<file path="config.mk">
export PLATFORM = sky130hd
export DESIGN_NAME = regfile_wb_arb
export DESIGN_NICKNAME = d
export VERILOG_FILES = /design/src/rtl/regfile_wb_arb.sv
export SDC_FILE = /design/constraint.sdc
export NUM_CORES = 1
export LEC_CHECK = 0
export ABC_AREA = 0
export CORE_ASPECT_RATIO = 1.4
export CORE_MARGIN = 2
export CORE_UTILIZATION = 33
export CTS_CLUSTER_SIZE = 25
export DETAILED_ROUTE_END_ITERATION = 7
export PLACE_DENSITY = 0.85
export SLEW_MARGIN = 20
export SYNTH_ARGS = -nofsm -noshare
export SYNTH_HDL_FRONTEND = slang
export SYNTH_SLANG_ARGS = --single-unit
</file>
<file path="constraint.sdc">
create_clock -name clk -period 1.4 [get_ports clk]
set_clock_uncertainty 0.1 [all_clocks]
set_input_delay 0.28 -clock clk [delete_from_list [all_inputs] [get_ports clk]]
set_output_delay 0.28 -clock clk [all_outputs]
set_load 0.1 [all_outputs]
</file>
<file path="src/rtl/regfile_wb_arb.sv">
// Write-back arbiter: grants one of NREQ requesters per cycle onto a registered register-file write port.
// Define REGFILE_WB_RR_EN for round-robin arbitration; otherwise the lowest-index valid requester wins.
module regfile_wb_arb #(
  parameter int DATA_W = 32,
  parameter int ADDR_W = 4,
  parameter int NREQ   = 3
) (
  input  logic                     clk,
  input  logic                     rst_n,
  input  logic [NREQ-1:0]          req_valid,
  input  logic [NREQ*ADDR_W-1:0]   req_addr,
  input  logic [NREQ*DATA_W-1:0]   req_data,
  output logic [NREQ-1:0]          req_ready,
  input  logic                     stall,
  output logic                     regwe,
  output logic [ADDR_W-1:0]        writeAddr,
  output logic [DATA_W-1:0]        writeData,
  output logic [15:0]              wr_count
);

  localparam int PTR_W = $clog2(NREQ);

  logic [NREQ-1:0][ADDR_W-1:0] w_addr_a;
  logic [NREQ-1:0][DATA_W-1:0] w_data_a;
  logic [PTR_W-1:0]            w_ptr;
  logic [PTR_W-1:0]            w_gidx;
  logic [PTR_W-1:0]            w_idx;
  logic [PTR_W:0]              w_sum;
  logic                        w_xfer;

  logic                        r_regwe;
  logic [ADDR_W-1:0]           r_waddr;
  logic [DATA_W-1:0]           r_wdata;
  logic [15:0]                 r_cnt;

  assign w_addr_a = req_addr;
  assign w_data_a = req_data;

`ifdef REGFILE_WB_RR_EN
  logic [PTR_W-1:0] r_ptr;
  assign w_ptr = r_ptr;

  // Pointer moves just past the winner, so the winner becomes lowest priority next time.
  always_ff @(posedge clk) begin
    if (!rst_n)
      r_ptr <= '0;
    else if (w_xfer)
      r_ptr <= (w_gidx == PTR_W'(NREQ-1)) ? '0 : w_gidx + 1'b1;
  end
`else
  assign w_ptr = '0;
`endif

  // Search upward from the pointer with wrap; first valid requester wins.
  always_comb begin
    w_xfer = 1'b0;
    w_gidx = '0;
    w_sum  = '0;
    w_idx  = '0;
    if (rst_n && !stall) begin
      for (int k = 0; k < NREQ; k++) begin
        w_sum = {1'b0, w_ptr} + (PTR_W+1)'(k);
        if (w_sum >= (PTR_W+1)'(NREQ))
          w_sum = w_sum - (PTR_W+1)'(NREQ);
        w_idx = w_sum[PTR_W-1:0];
        if (!w_xfer && req_valid[w_idx]) begin
          w_xfer = 1'b1;
          w_gidx = w_idx;
        end
      end
    end
  end

  always_comb begin
    req_ready = '0;
    if (w_xfer)
      req_ready[w_gidx] = 1'b1;
  end

  // Register 0 writes are accepted but never raise regwe.
  always_ff @(posedge clk) begin
    if (!rst_n) begin
      r_regwe <= 1'b0;
      r_waddr <= '0;
      r_wdata <= '0;
      r_cnt   <= '0;
    end else begin
      r_regwe <= w_xfer && (w_addr_a[w_gidx] != '0);
      if (w_xfer) begin
        r_waddr <= w_addr_a[w_gidx];
        r_wdata <= w_data_a[w_gidx];
      end
      if (r_regwe)
        r_cnt <= r_cnt + 16'd1;
    end
  end

  assign regwe     = r_regwe;
  assign writeAddr = r_waddr;
  assign writeData = r_wdata;
  assign wr_count  = r_cnt;

endmodule

</file>
---- After elaboration in Yosys (flattened, before gate mapping) ----
Index checks and enable logic that the tools add are counted.
word-level totals
  memories kept ........................... 0
  register bits after elaboration ......... 53
  input bits .............................. 114
  memory bits (writable) .................. 0
  latch bits .............................. 0
  ROM bits ................................ 0
  output and inout bits ................... 56
cells by class
  reduce and logical (&&, ||, !) cells .... 9
  mux-type cells .......................... 26
  add/sub/neg operators ................... 1
  $mul .................................... 0
  bitwise gates (word level) .............. 0
  equality and inequality tests ........... 0
  magnitude comparators ................... 5
  shifts and indexed selects .............. 0
  divide/modulo/power cells ............... 0
operators with widths
  cell                                                  count
  binary-select mux 32 bit (select 2 bit)               1
  2-to-1 mux 32 bit                                     1
  adder 16 x 1 -> 16 bit (second input constant)        1
  2-to-1 mux 2 bit                                      7
  < comparator 2 x 3 -> 1 bit (second input constant)   4
  2-to-1 mux 1 bit                                      10
  binary-select mux 4 bit (select 2 bit)                1
  binary-select mux 1 bit (select 2 bit)                3
  logical AND 1 bit                                     5
  2-to-1 mux 4 bit                                      1
  nonzero test 4 bit                                    1
  logical NOT 1 bit                                     3
  2-to-1 mux 3 bit                                      1
  demux 1 bit (select 2 bit)                            1
  >= comparator 2 x 1 -> 1 bit (second input constant)  1

---- Logic depth before layout (Yosys ltp) ----
  depth in word-level cells ............... 20
  mapped depth ............................ 7
  mapped depth without buffers ............ 5

---- Least setup slack after synthesis ----
No wires, ideal clock.
  kind .................................... input port to output port
  start ................................... input port rst_n
  end ..................................... output port req_ready[2]
  path buffers ............................ 1
  setup slack ............................. -1.031 ns
  arrival time ............................ 2.051 ns
  data required time ...................... 1.020 ns
  stages .................................. 3
  path through ............................ buf_6 > or3b_4 > nor2_1
on the way
  word-level cells in the longest chain between the ends .. 7
RTL lines
  what                                                                                                      line  text
  start, declared                                                                                           9     input logic rst_n,
  logical AND 1 bit (*)                                                                                     60    if (rst_n && !stall) begin
  2-to-1 mux 2 bit                                                                                          60
  < comparator 2 x 3 -> 1 bit (implied by the code) / >= comparator 2 x 1 -> 1 bit (equally long branches)  77    req_ready[w_gidx] = 1'b1;
  logical AND 1 bit (implied by the code)                                                                   77
  2-to-1 mux 1 bit (implied by the code)                                                                    77
  demux 1 bit (select 2 bit)                                                                                77
  2-to-1 mux 3 bit (*)                                                                                      76    if (w_xfer)
  end, declared                                                                                             13    output logic [NREQ-1:0] req_ready,
Mark *: on every way between the ends. The rest lies on a longest branch, timed or not.

---- Worst setup path after layout ----
Same ends and word-level chain as after synthesis.

==> flow_summary.ini <==
[cells_and_area]
area_growth_pct = 122
nets = 612
layout_common_cells = clkdlybuf4s50_1, buf_12, nand2_1
drive_gt1_frac = 0.398
final_cell_area_um2 = 5920
final_common_cell = clkdlybuf4s50_1
diodes = 0

[die]
boundaryPins = 170
core_um2 = 7800
dieArea_um2 = 8830
initial_core_util = 0.342
die_h_um = 110
row_count = 38
die_w_um = 80.0

[routing]
vias_per_cell = 5.48
drtPass1Iterations = 4
drc = 0
ant_nets = 0
vias = 3278
drt_iter0_markers = 213
drt-wirelength-per-cell_um = 19.9
totalWireLength_mm = 11.9

[timing]
whs_ns = 0.353
maxSlewHeadroom = 0.780
rsz0062_at_grt = yes
hold_viol = 0
slew_viol_final = 0
max_slew.worst_pin.slew_ns = 0.330
setup_viol = 10
period_share = 1.07
min_period_ns = 1.49
max_freq_ghz = 0.670
setup_slack_ns = -0.0933

[setup_path]
r2r_start = wr_count[6]
crit_path_end_kind = output port
crit_path_start_kind = input port
critical_path.startpoint = rst_n
critPathArrivalTime_ns = 1.11
worstSetupPathType = input port to output port
required_ns = 1.02
cp-endpoint = req_ready[2]
r2r-end = wr_count[9]
rr_worst_depth = 4
reg2reg_setup_slack_ns = -0.05
crit_fanout = 3

[global_routing]
antenna_found_initial = 0
grt_use_total = 0.241
globalRouteMet1Util = 0.246
grt-busiest-layer = met2
grt_pass1_wl_mm = 16.7
use_met2 = 0.455
grt-ovfl-total = 0
grt_max_degree = 34
grt_pass1_vias = 3421
met3_usage = 0.0482

[pwr]
ir_drop_uv = 653
cellLeakagePower_nw = 2.32
powerDensity_nw_per_um2 = 752

[job]
maxCapViolations = 0

[synth]
ys.warnings.count = 0
seq_area_frac_synth = 0.398
synthDistinctLibCells = 33
synthesis.instances = 294
netlist_area_um2 = 2670
syn_nets = 409
syn-mean-instance-area_um2 = 9.08
ys_ff_latch = 53

[clock_tree]
clkTransAtPathRegs_ns = 0.10
cts-root-buf = clkbuf_8
clk_path_buf_depth = 2
cts_tree = yes
cts_inserted_buffers = 5
htree_levels = 2
clk_latency_ns = 0.32
clkSinkCount = 53

[outcome]
violations = negative setup slack
outcome = finished with violations

[placed_design]
placed_area_um2 = 5440
dp_hpwl_mm = 8.00
place_congestion = 0.971
portBuffers = 169

[hold_path]
holdCritPathClass = input port to flip-flop
==> cells by family (layout without fill, tap and decap cells) <==
group,Yosys count,count (layout),synth area share
compound gates,116,116,0.341
simple gates,82,83,0.161
flops,53,53,0.398
buf+inv,29,232,0.0525
xor+xnor,12,12,0.0394
fa+ha+maj,1,1,0.00469
mux,1,1,0.00375
==> stage by stage <==
| step | setup WS [ns] | TNS (ns) | total power [W] | instances | util |
|---|---|---|---|---|---|
| floorplan | -0.239 | -4.06 | 0.00241 | 294 | - |
| global placement | -0.641 | -25.08 | 0.00311 | 568 | 0.698 |
| detailed placement | -0.709 | -26.44 | 0.00314 | 568 | 0.698 |
| CTS | -0.0904 | -0.167 | 0.00441 | 582 | 0.730 |
| global route | -0.138 | -1.19 | 0.00459 | 598 | 0.759 |
| finish | -0.0933 | -0.328 | 0.00445 | 598 | 0.759 |
==> where the power goes <==
group          internal [W]  switching (W)
clock network      0.000711       0.000550
logic              0.000769       0.000788
registers           0.00156      0.0000770
total               0.00304        0.00141
==> cells in the mapped netlist, drive strengths merged <==
cell type | instances | share of area
ha | 1 | 0.0047
a41oi | 1 | 0.0033
o32a | 4 | 0.015
nand2 | 37 | 0.052
mux2i | 1 | 0.0038
and2 | 13 | 0.030
nor2b | 3 | 0.0070
clkbuf | 10 | 0.014
xnor2 | 4 | 0.013
or2 | 1 | 0.0033
nor3b | 1 | 0.0070
nor2 | 1 | 0.0014
a21boi | 35 | 0.098
dfxtp | 53 | 0.40
a22oi | 32 | 0.090
o221ai | 4 | 0.013
xor2 | 8 | 0.026
nand3 | 8 | 0.015
nand2b | 1 | 0.0023
or3b | 1 | 0.0042
buf | 16 | 0.034
or3 | 3 | 0.0070
nand4 | 5 | 0.014
o21ai | 8 | 0.016
inv | 3 | 0.0042
a22o | 32 | 0.11
nor3 | 4 | 0.0075
nor4 | 4 | 0.0094
==> layer usage <==
layer / up-vias / routed length, um
met4: 0 / 456
met2: 160 / 6630
met1: 1573 / 4070
li1: 1508 / -
met3: 37 / 753
met5: - / 0
==> registers in the layout (all words and copies together), names as in the netlist <==
| name | cells |
|---|---|
| writeData | 32 |
| wr_count | 16 |
| writeAddr | 4 |
| regwe | 1 |
==> worst min path at each step <==
stage	depth (start not counted)	slack (ns)	from	to
floorplan	2	0.31	req_data[0]	writeData[0]
global placement	2	0.41	writeAddr[2]	writeAddr[2]
detailed placement	2	0.41	writeAddr[1]	writeAddr[1]
CTS	3	0.33	rst_n	writeData[10]
global route	3	0.35	rst_n	writeData[10]
finish	3	0.35	rst_n	wr_count[7]
==> critical path: stages <==
cell,delay (ns)
buf_2,0.12
or3b_4,0.42
nor2_4,0.12
buf_12,0.18
==> cell type report <==
type                       instances  area, um^2
timing repair buffer             221        2790
fill                             511        1880
multi-input combinational        213        1710
sequential                        53        1140
tap                              100         125
clock buffer                       5        68.8
clock inverter                     3        65.1
inverter                           3        15.0
==> repair_timing <==
item	4_1_cts	5_1_grt
setup endpoints to repair	42	44
gates resized for setup	30	24
pin swaps	9	12
endpoints found under the hold margin	0	0
hold buffers	0	0
buffers inserted	7	13
gates cloned	1	3
Power figures use the tool's default switching activity.
